**src/rtl/ee_wr_req_ctrl.sv**
```systemverilog
// EEPROM write-request controller (timer_clk domain).
// Accepts decoded WREN/WRDI/page-write commands, loads the page buffer,
// and requests an HV program cycle from the write-timing stage via ee_wbusy_s
// until ee_wdone returns or a watchdog timeout expires.
// Optional feature macro: EE_WR_CNT_EN enables the completed-write counter.
module ee_wr_req_ctrl #(
  parameter int unsigned PAGE_BYTES = 16,
  parameter int unsigned ADDR_W     = 11,
  parameter int unsigned TMO_CYC    = 4095,
  parameter int unsigned GUARD_CYC  = 3,
  localparam int unsigned PW        = $clog2(PAGE_BYTES)
) (
  input  logic                  timer_clk,
  input  logic                  sys_rst,
  input  logic                  cmd_wren,
  input  logic                  cmd_wrdi,
  input  logic                  cmd_wr_start,
  input  logic [ADDR_W-1:0]     cmd_addr,
  input  logic                  byte_vld,
  input  logic [7:0]            byte_data,
  input  logic                  cmd_wr_end,
  input  logic                  wp_n,
  input  logic                  ee_wdone,
  output logic                  ee_wbusy_s,
  output logic                  pbuf_we,
  output logic [PW-1:0]         pbuf_waddr,
  output logic [7:0]            pbuf_wdata,
  output logic [PAGE_BYTES-1:0] pbuf_mask,
  output logic [ADDR_W-PW-1:0]  ee_page_addr,
  output logic                  sts_wel,
  output logic                  sts_wip,
  output logic                  sts_tmo,
  output logic [15:0]           wr_cnt
);

  localparam int unsigned TW = $clog2(TMO_CYC + 1);
  localparam int unsigned GW = $clog2(GUARD_CYC + 1);

  typedef enum logic [2:0] {
    S_IDLE,
    S_LOAD,
    S_ARM,
    S_BUSY,
    S_DONE
  } state_t;

  state_t                r_state;
  logic                  r_busy;
  logic                  r_we;
  logic [PW-1:0]         r_waddr;
  logic [7:0]            r_wdata;
  logic [PAGE_BYTES-1:0] r_mask;
  logic [ADDR_W-PW-1:0]  r_page;
  logic [PW-1:0]         r_ptr;
  logic                  r_wel;
  logic                  r_wip;
  logic                  r_tmo;
  logic [TW-1:0]         r_tcnt;
  logic [GW-1:0]         r_gcnt;

  logic [PAGE_BYTES-1:0] w_mask_nxt;
  logic                  w_tmo_hit;

  // Mask including a byte arriving in the same cycle as frame end
  assign w_mask_nxt = byte_vld ? (r_mask | (PAGE_BYTES'(1) << r_ptr)) : r_mask;
  assign w_tmo_hit  = (r_tcnt == TW'(TMO_CYC - 1));

`ifdef EE_WR_CNT_EN
  logic [15:0] r_wr_cnt;

  // Saturating count of writes completed by ee_wdone (timeouts excluded)
  always_ff @(posedge timer_clk) begin
    if (sys_rst) begin
      r_wr_cnt <= 16'h0000;
    end else if ((r_state == S_BUSY) && ee_wdone && (r_wr_cnt != 16'hFFFF)) begin
      r_wr_cnt <= r_wr_cnt + 16'd1;
    end
  end

  assign wr_cnt = r_wr_cnt;
`else
  assign wr_cnt = 16'h0000;
`endif

  // Main controller FSM with registered outputs
  always_ff @(posedge timer_clk) begin
    if (sys_rst) begin
      r_state <= S_IDLE;
      r_busy  <= 1'b0;
      r_we    <= 1'b0;
      r_waddr <= '0;
      r_wdata <= '0;
      r_mask  <= '0;
      r_page  <= '0;
      r_ptr   <= '0;
      r_wel   <= 1'b0;
      r_wip   <= 1'b0;
      r_tmo   <= 1'b0;
      r_tcnt  <= '0;
      r_gcnt  <= '0;
    end else begin
      r_we <= 1'b0;
      case (r_state)
        S_IDLE: begin
          if (cmd_wren) begin
            r_wel <= 1'b1;
            r_tmo <= 1'b0;
          end
          // WRDI assigned last so it wins over a simultaneous WREN
          if (cmd_wrdi) begin
            r_wel <= 1'b0;
          end
          if (cmd_wr_start && r_wel && wp_n) begin
            r_state <= S_LOAD;
            r_page  <= cmd_addr[ADDR_W-1:PW];
            r_ptr   <= cmd_addr[PW-1:0];
            r_mask  <= '0;
          end
        end
        S_LOAD: begin
          if (byte_vld) begin
            r_we    <= 1'b1;
            r_waddr <= r_ptr;
            r_wdata <= byte_data;
            r_ptr   <= r_ptr + PW'(1);
          end
          r_mask <= w_mask_nxt;
          if (cmd_wr_end) begin
            r_state <= (w_mask_nxt != '0) ? S_ARM : S_IDLE;
          end
        end
        S_ARM: begin
          r_busy  <= 1'b1;
          r_wip   <= 1'b1;
          r_tcnt  <= '0;
          r_gcnt  <= '0;
          r_state <= S_BUSY;
        end
        S_BUSY: begin
          r_tcnt <= r_tcnt + TW'(1);
          if (ee_wdone || w_tmo_hit) begin
            r_state <= S_DONE;
            r_busy  <= 1'b0;
            r_wel   <= 1'b0;
            r_mask  <= '0;
            // Completion takes priority over a coincident timeout
            if (!ee_wdone) begin
              r_tmo <= 1'b1;
            end
          end
        end
        S_DONE: begin
          // Guard lets the timing stage's busy synchroniser see the drop
          if (r_gcnt == GW'(GUARD_CYC - 1)) begin
            r_state <= S_IDLE;
            r_wip   <= 1'b0;
          end else begin
            r_gcnt <= r_gcnt + GW'(1);
          end
        end
        default: begin
          r_state <= S_IDLE;
        end
      endcase
    end
  end

  assign ee_wbusy_s   = r_busy;
  assign pbuf_we      = r_we;
  assign pbuf_waddr   = r_waddr;
  assign pbuf_wdata   = r_wdata;
  assign pbuf_mask    = r_mask;
  assign ee_page_addr = r_page;
  assign sts_wel      = r_wel;
  assign sts_wip      = r_wip;
  assign sts_tmo      = r_tmo;

endmodule
```
**config.mk**
```make
export PLATFORM = sky130hd
export DESIGN_NAME = ee_wr_req_ctrl
export DESIGN_NICKNAME = d
export VERILOG_FILES = /design/src/rtl/ee_wr_req_ctrl.sv
export SDC_FILE = /design/constraint.sdc
export NUM_CORES = 1
export LEC_CHECK = 0
export ABC_CLOCK_PERIOD_IN_PS = 2650
export BUFFER_PORTS_ARGS = -buffer_cell sky130_fd_sc_hd__buf_2
export CAP_MARGIN = 25
export CORE_MARGIN = 10
export CORE_UTILIZATION = 45
export CTS_BUF_LIST = sky130_fd_sc_hd__clkbuf_4 sky130_fd_sc_hd__clkbuf_8
export DETAILED_ROUTE_END_ITERATION = 10
export HOLD_SLACK_MARGIN = 0.1
export PLACE_DENSITY = 0.7
export SKIP_LAST_GASP = 1
export SYNTH_ARGS = -nofsm -noshare
export SYNTH_HDL_FRONTEND = slang
export SYNTH_SLANG_ARGS = --single-unit
```
**constraint.sdc**
```tcl
create_clock -name timer_clk -period 2.65 [get_ports timer_clk]
set_clock_uncertainty 0.2 [all_clocks]
set_input_delay 0.1325 -clock timer_clk [delete_from_list [all_inputs] [get_ports timer_clk]]
set_output_delay 0.1325 -clock timer_clk [all_outputs]
set_load 0.01 [all_outputs]
```
==> impl_metrics.toml, run 1 <==
[run_status]
status = "finished, final reports clean"

[drt]
wl_per_cell_um = 15.0
first_pass_iters = 4
ant_nets = 0
routed_wirelength_um = 8300
drtIter0Drc = 180
drc = 0
viasPerCell = 5.25
vias = 2912

[place]
place_inst = 506
gp_congestion = 0.873
dp_hpwl_um = 5770
io_buffers = 67
place_ws_ns = 0.448

[worst_setup_path]
r2r-start = "r_tcnt[0]"
r2r-end = "r_state[0]"
crit_family = "compound AO/OA/AOI/OAI gates"
cp_num_cells = 7
critPathSlowestCell = "dlygate4sd3_1"
path_buf_inv = 2
crit_required_ns = 2.68
path_cells = "inv_1, ha_1, and3_1, a31oi_4, a21oi_1, dlygate4sd3_1, a2111oi_0"
crit_fanout = 6
cp-start-kind = "register"
crit_start = "r_tcnt[0]"
end_kind = "register"
worstSetupPathType = "reg2reg"
critPathMaxStageDelay_ns = 0.56
crit_path_end = "r_state[0]"
arrival_ns = 2.59
r2r_cells = 7
r2r_slack_ns = 0.09

[logic_synthesis]
synth-edff-count = 0
ys_types = 59
ys_top_cells_by_area = "dfxtp_1, a21oi_1, nand2_1"
yosys.area.top_type_share = 0.391
netlist_area_um2 = 3120
synth_top_area_cell = "dfxtp_1"
avgSynthCellArea_um2 = 8.36
synthFlopType = "dfxtp_1"
synth-async-reset-ratio = 0
synth-warning-count = 0
synth-seq-area-share = 0.391
synthCells = 373
synth_seq_cells = 61

[min_path]
hp-class = "in2reg"
worstHoldStart = "wp_n"

[clock_network]
cts-root-buf = "clkbuf_8"
cts_buffers = 9
clk_pin_slew_ns = 0.06
cts_tree = "yes"
htreeDepth = 3
cts_buffer_depth = 2
clock_latency_ns = 0.34
post-cts-setup-buffers = 0
cts_sinks = 61

[global_route]
grt_max_degree = 36
grt_pass1_wl_um = 13500
grtUsageTotal = 0.160
grt_pass1_vias = 2841
antenna_found_initial = 0
globalRouteOverflowTotal = 0

[layout]
multi_input_area_um2 = 1640
nNetsFinal = 508
area.sequential_um2 = 1220
n_antenna_cell = 0
area_delta_synth_final_pct = 27.3
drive_above_1_share = 0.238
fill_cells = 615
fin_cells = 555

[floorplan]
die_area_um2 = 10700
die_w_um = 103
start_util = 0.462
pin_count = 84
fp.dieH_um = 103
core-area_um2 = 6760
num_rows = 30

[job]
drv_cap = 0

[sta]
fin_ws_ns = 0.0878
finalSetupViolCount = 0
tightestPinTransition_ns = 0.605
slew_violations = 0
timing.fmax_mhz = 390
hold_viol = 0
slew_headroom = 0.596
fin_setup_tns_ns = 0
finalCriticalPeriod_ns = 2.56
rsz0062_at_grt = "no"
layout_worst_path_cycle_share = 0.967

[power]
p_per_area_nw_per_um2 = 465
vdd_drop_max_v = 0.000270
leakage_nw = 1.60
[cell type report]
type                    instances  share of cell area
clock buffers                  14              0.0454
clock inverters                 1             0.00126
inverters                      20              0.0189
multi-input cells             269               0.414
flip-flops and latches         61               0.308
well taps                      80              0.0252
repair buffers                110               0.187
[synthesized netlist by cell type, drive strengths merged, types with 4 or more instances]
master	number
a211oi	4
a21oi	42
a22oi	4
a31oi	4
and3	4
and4	4
buf	27
clkbuf	11
dfxtp	61
ha	9
inv	20
mux2i	9
nand2	44
nand2b	5
nand3	10
nor2	31
nor2b	4
nor3	10
nor3b	4
nor4	4
o211ai	11
o21ai	14
or3	4
[power breakdown]
group	total (W)	switching (W)	internal, W
sequential	0.000929	0.00000588	0.000923
combinational	0.000141	0.0000754	0.0000656
clock	0.000776	0.000345	0.000431
total	0.00185	0.000427	0.00142
[state kept, by name, indices dropped and copies added (netlist names), 2 cells and up]
signal        count
r_state           3
r_gcnt            2
r_tcnt           12
pbuf_mask        16
pbuf_waddr        4
pbuf_wdata        8
ee_page_addr      7
r_ptr             4
[timing repair]
item	CTS	global route
gates resized for setup	0	3
hold buffers	34	0
endpoints found under the hold margin	34	0
setup endpoints to repair	0	1
[placed cells by master (no fill, tap or decap), drive strengths merged, types with 2 or more instances in the layout]
cell type    netlist  routed
o2bb2ai            2       2
nand4              2       2
a211oi             4       4
nand2             44      44
nand2b             5       5
mux2i              9       9
dfxtp             61      61
nor3              10      10
conb               1      16
and3               4       4
a21oi             42      42
and4               4       4
nor2              31      31
nand3             10      10
nand3b             2       2
o31a               3       3
inv               20      20
a22oi              4       4
and2               3       3
o21ai             14      14
a41oi              2       2
ha                 9       9
buf               27      76
nor4               4       4
or3b               3       3
a31oi              4       4
dlygate4sd3        0      34
nor3b              4       4
o211ai            11      11
a21o               2       2
clkbuf            11      14
nor2b              4       4
or3                4       4
[through the flow]
step | area [um^2] | hold slack (ns) | total power (W) | util
final | 3970 | 0.133 | 0.00185 | 0.588
after global routing | 3970 | 0.133 | 0.00192 | 0.588
after CTS | 3970 | 0.145 | 0.00185 | 0.587
after detailed placement | 3440 | 0.178 | 0.00105 | 0.509
after global placement | 3440 | 0.165 | 0.00105 | 0.509
after floorplan | 3180 | 0.0685 | 0.00103 | -
[layer usage]
metal	GRT usage	wire length, um
met1	0.190	3550
met2	0.261	4080
met4	0.0759	203
met5	0	0
met3	0.0445	471
[cell families (layout without fill, tap and decap cells)]
| kind of cell | Yosys count | count (layout) | synth area share |
|---|---|---|---|
| DFF | 61 | 61 | 0.391 |
| buffers and inverters | 58 | 145 | 0.0999 |
| and+or+nand+nor | 138 | 138 | 0.227 |
| adders and majority gates | 9 | 9 | 0.0361 |
| AOI/OAI and AO/OA | 97 | 97 | 0.216 |
| other | 1 | 16 | 0.00120 |
| muxes | 9 | 9 | 0.0289 |
[worst min-delay path, cell delays in order]
cell and delay (ns):
buf_2 0.10, nand3_1 0.24, a2111oi_0 0.15
[worst min-delay path by stage]
stage	cells after the start	to
after floorplan	2	pbuf_wdata[0]
after global placement	3	ee_page_addr[4]
after detailed placement	3	ee_page_addr[2]
after CTS	3	r_state[0]
after global routing	3	r_state[0]
final	3	r_state[0]
Power figures use the tool's default switching activity.
==> inputs of run 2 (changes only) <==
--- a/config.mk
+++ b/config.mk
@@ -5,6 +5,7 @@
 export SDC_FILE = /design/constraint.sdc
 export NUM_CORES = 1
 export LEC_CHECK = 0
+export ABC_AREA = 1
 export ABC_CLOCK_PERIOD_IN_PS = 2650
 export BUFFER_PORTS_ARGS = -buffer_cell sky130_fd_sc_hd__buf_2
 export CAP_MARGIN = 25
==> run 2 against run 1 <==
Compared with the run above: via count shrank 1.4%; critical path type unchanged; combinational power grew to 4.7 times the previous value; highest routed layer unchanged; setup slack gained 0.24 ns; core utilization shrank 1.2 points; global-route usage shrank 0.25 points.
==> impl_metrics.toml, run 2 <==
[run_status]
status = "finished, final reports clean"

[worst_setup_path]
worstSetupPathType = "reg2reg"
r2r_cells = 8
cp-start-kind = "register"
crit_fanout = 10
r2r-end = "sts_wel"
end_kind = "register"
r2r_slack_ns = 0.33
arrival_ns = 2.36
crit_required_ns = 2.69
r2r-start = "r_state[0]"

[sta]
fin_setup_tns_ns = 0
timing.fmax_mhz = 431
tightestPinTransition_ns = 0.758
slew_headroom = 0.494
rsz0062_at_grt = "no"
layout_worst_path_cycle_share = 0.877
finalCriticalPeriod_ns = 2.32
slew_violations = 0
finalSetupViolCount = 0
hold_viol = 0

[global_route]
antenna_found_initial = 0
grt_max_degree = 33
grtUsageTotal = 0.157
top_usage_layer = "met2"
use_met3 = 0.0483
grt_use_met2 = 0.275
grt_pass1_wl_um = 13500
grt_pass1_vias = 2871
use_met1 = 0.180
globalRouteOverflowTotal = 0

[layout]
n_antenna_cell = 0
multi_input_area_um2 = 1580
area_delta_synth_final_pct = 25.3
largest_reg_flops = 16
drive_above_1_share = 0.245
postLayoutCoreUtil = 0.575
nNetsFinal = 546
final_common_cell = "nand2_1"
fill_cells = 659
area.sequential_um2 = 1220
final_cell_mix = "nand2_1, buf_2, dfxtp_1"

[logic_synthesis]
netlist_area_um2 = 3100
synth-seq-area-share = 0.394
ys_top_cells_by_area = "dfxtp_1, nand2_1, nor2_1"
yosys.area.top_type_share = 0.394
synth_seq_cells = 61
synthCells = 420
synthFlopType = "dfxtp_1"
synth-warning-count = 0
ys_types = 36
avgSynthCellArea_um2 = 7.39
synth_top_area_cell = "dfxtp_1"
synth-async-reset-ratio = 0
netlist_top_cells_count = "nand2_1, dfxtp_1, nor2_1"
synth-edff-count = 0
yosys.cell_count.top_type = "nand2_1"

[clock_network]
cts-root-buf = "clkbuf_8"
cts_buffers = 9
post-cts-setup-buffers = 0
cts_sinks = 61
clock_latency_ns = 0.34
cts_buffer_depth = 2
cts_tree = "yes"
htreeDepth = 3
clk_pin_slew_ns = 0.08

[min_path]
worstHoldStart = "sys_rst"
worstHoldEndpoint = "r_tcnt[1]"
hold_path_depth = 3
hp-class = "in2reg"

[power]
p_per_area_nw_per_um2 = 681
vdd_drop_max_v = 0.000448
leakage_nw = 1.75
totalPowerFinal_w = 0.00265

[floorplan]
fp.dieH_um = 103
start_util = 0.459
pin_count = 84
die_area_um2 = 10600
num_rows = 30
core-area_um2 = 6760
die_w_um = 103

[drt]
ant_nets = 0
drc = 0
vias = 2871
first_pass_iters = 4
routed_wirelength_um = 8010
drtIter0Drc = 99
wl_per_cell_um = 13.5
viasPerCell = 4.83

[place]
io_buffers = 67
dp_hpwl_um = 5670
gp_congestion = 0.827

[job]
drv_cap = 0
[run 2: changes by cell type in the layout (fill, tap and decap cells not counted), moves of 7 or more]
cell / delta
buf_4: -7
dlygate4sd3_1: -10
nand2_2: +10
inv_1: +22
nand2_1: +40
o211ai_1: -11
mux2i_1: -9
nor2_1: +29
o21ai_0: +17
o21bai_1: +7
[run 2: layout make-up]
type / instances / area share
well taps: 80 / 0.0257
clock inverters: 7 / 0.0257
clock buffers: 9 / 0.0319
multi-input cells: 297 / 0.405
repair buffers: 93 / 0.152
flip-flops and latches: 61 / 0.314
inverters: 47 / 0.0454
[run 2: cell families after synthesis]
kind of cell | Yosys count | synth area share
flip-flops | 61 | 0.394
adder cells (fa/ha/maj) | 9 | 0.0363
AND/OR/NAND/NOR | 183 | 0.269
other | 1 | 0.00121
buffers and inverters | 77 | 0.117
AO/OA/AOI/OAI | 89 | 0.183
[run 2: metrics by stage]
stage	setup WS (ns)	cells	hold slack [ns]	area, um^2
after floorplan	0.878	435	0.0674	3160
after detailed placement	0.643	554	0.160	3420
after CTS	0.375	594	0.122	3890
after global placement	0.707	554	0.156	3420
after global routing	0.182	594	0.132	3890
final	0.327	594	0.125	3890
[run 2: how the worst max path moves through the flow]
stage	startpoint	end	cells past startpoint
floorplan	r_state[0]	pbuf_mask[10]	8
global placement	r_state[2]	pbuf_waddr[3]	7
detailed placement	r_state[0]	pbuf_mask[3]	7
CTS	r_state[0]	sts_wel	8
global route	r_state[0]	sts_wel	8
finish	r_state[0]	sts_wel	8
[run 2: per-layer routing]
metal,vias up,share of wire
met5,-,0
met4,0,0.0096
met3,9,0.055
met2,66,0.52
met1,1300,0.42
li1,1496,-
[run 2: report_power, final]
group	internal [W]	total [W]	switching [W]	leakage [nW]
combinational	0.000229	0.000657	0.000428	1.15
clock	0.000532	0.000935	0.000403	0.102
sequential	0.000993	0.00105	0.0000613	0.494
[run 2: critical path: stages, from the launching register on]
cell,delay [ns]
dfxtp_1,0.40
inv_2,0.08
nor3_4,0.46
inv_2,0.15
nand2_4,0.11
o2111ai_1,0.12
dlygate4sd3_1,0.58
nand2_1,0.06
nor2_1,0.06
[run 2: what timing repair did]
action / in CTS / in global routing
resized for setup: 0 / 0
endpoints found under the hold margin: 26 / 0
hold buffers: 24 / 0
==> inputs of run 3 (changes only) <==
--- a/config.mk
+++ b/config.mk
@@ -7,7 +7,7 @@
 export LEC_CHECK = 0
 export ABC_AREA = 1
 export ABC_CLOCK_PERIOD_IN_PS = 2650
-export BUFFER_PORTS_ARGS = -buffer_cell sky130_fd_sc_hd__buf_2
+export BUFFER_PORTS_ARGS = -buffer_cell sky130_fd_sc_hd__buf_4
 export CAP_MARGIN = 25
 export CORE_MARGIN = 10
 export CORE_UTILIZATION = 45
==> run 3 against run 2 <==
Compared with the run above: cell area increased by 5.2%; hold slack improved by 0.020 ns; routed wire length grew 1.3%; setup slack got worse by 0.15 ns; largest cell class unchanged.
==> impl_metrics.toml, run 3 (synthesis gave the netlist of run 2 again) <==
[run_status]
status = "finished, final reports clean"

[global_route]
globalRouteOverflowTotal = 0
grtUsageTotal = 0.159
grt_pass1_vias = 2865
grt_pass1_wl_um = 13300
antenna_found_initial = 0
grt_max_degree = 34

[sta]
timing.fmax_mhz = 404
rsz0062_at_grt = "yes"
layout_worst_path_cycle_share = 0.935
finalCriticalPeriod_ns = 2.48
fin_setup_tns_ns = 0
tightestPinTransition_ns = 0.750
slew_violations = 0
hold_viol = 0
slew_headroom = 0.500
finalSetupViolCount = 0

[min_path]
hp-class = "in2reg"

[worst_setup_path]
critPathSlowestCell = "dlygate4sd3_1"
worstSetupPathType = "reg2reg"
crit_required_ns = 2.69
crit_family = "buffers and inverters"
arrival_ns = 2.51
critPathMaxStageDelay_ns = 0.57
path_buf_inv = 5
cp-start-kind = "register"
crit_fanout = 8
end_kind = "register"
path_cells = "inv_1, nand2_4, inv_1, nand2_1, inv_2, nor2_2, inv_2, o221ai_1, a21oi_1, dlygate4sd3_1"

[power]
totalPowerFinal_w = 0.00269
vdd_drop_max_v = 0.000448
leakage_nw = 1.79
p_per_area_nw_per_um2 = 659

[place]
dp_hpwl_um = 5790
gp_congestion = 0.879
io_buffers = 67

[clock_network]
cts_buffer_depth = 2
cts_tree = "yes"
clk_pin_slew_ns = 0.07
cts-root-buf = "clkbuf_8"
htreeDepth = 3
cts_buffers = 9
cts_sinks = 61
clock_latency_ns = 0.35

[drt]
viasPerCell = 4.87
wl_per_cell_um = 13.6
first_pass_iters = 6
drc = 0
ant_nets = 0
drtIter0Drc = 84
routed_wirelength_um = 8120
vias = 2906

[layout]
final_common_cell = "nand2_1"
final_cell_mix = "nand2_1, buf_4, dfxtp_1"
n_antenna_cell = 0
nNetsFinal = 549
largest_reg_flops = 16
fill_cells = 608
drive_above_1_share = 0.250
area_delta_synth_final_pct = 31.8

[floorplan]
start_util = 0.459
die_w_um = 103
fp.dieH_um = 103
core-area_um2 = 6760
num_rows = 30
pin_count = 84
die_area_um2 = 10600

[job]
drv_cap = 0
[run 3: changes by cell type in the layout (fill, tap and decap cells not counted), sizes merged]
cell and change:
dlygate4sd3 +3
[run 3: metal layers]
| layer | vias up | global-route usage | routed length (um) |
|---|---|---|---|
| li1 | 1494 | - | - |
| met1 | 1340 | 0.170 | 3300 |
| met5 | - | 0 | 0 |
| met4 | 0 | 0.0567 | 153 |
| met3 | 13 | 0.0630 | 461 |
| met2 | 59 | 0.277 | 4200 |
[run 3: area by class of cell]
class,count,area (um^2),share of cell area
Timing Repair Buffer,96,788,0.193
Clock buffer,9,124,0.0303
Clock inverter,7,100,0.0245
Sequential cell,61,1220,0.299
Tap cell,80,100,0.0245
Inverter,47,176,0.0431
Multi-Input combinational cell,297,1580,0.386
[run 3: power breakdown]
group          switching [W]  internal, W  leakage [nW]
clock network       0.000402     0.000531         0.102
registers          0.0000629     0.000995         0.495
logic               0.000428     0.000275          1.19
[run 3: final timing paths]
check / startpoint / to / slack (ns) / cells after the start
setup reg to reg: r_state[2] / r_ptr[3] / 0.17 / 10
setup / recovery: r_state[2] / r_ptr[3] / 0.17 / 10
hold / removal: cmd_wr_end / r_state[2] / 0.15 / 5
hold reg to reg: sts_wip / sts_wip / 0.27 / 2
[run 3: worst reg2reg max path: cells and delay by family, from the launching register on]
kind | cells | cell delay, ns
AO/OA/AOI/OAI | 2 | 0.17
buffers and inverters | 5 | 1.01
flip-flops | 1 | 0.44
AND/OR/NAND/NOR | 3 | 0.55
[run 3: repair_timing]
action                                  CTS  global route
hold buffers                             27             0
hold endpoints to repair                 51             0
endpoints found under the setup margin    0             2
setup buffers                             0             0
resized for setup                         0             3
[run 3: through the flow]
step           hold slack, ns  utilization  setup WS [ns]  cell area, um^2  cells
2_1_floorplan          0.0674            -          0.878             3160    435
3_3_place_gp            0.157        0.531          0.677             3590    554
3_5_place_dp            0.161        0.531          0.616             3590    554
4_1_cts                 0.126        0.605          0.194             4090    597
5_1_grt                 0.187        0.605        -0.0186             4090    597
6_report                0.145        0.605          0.174             4090    597
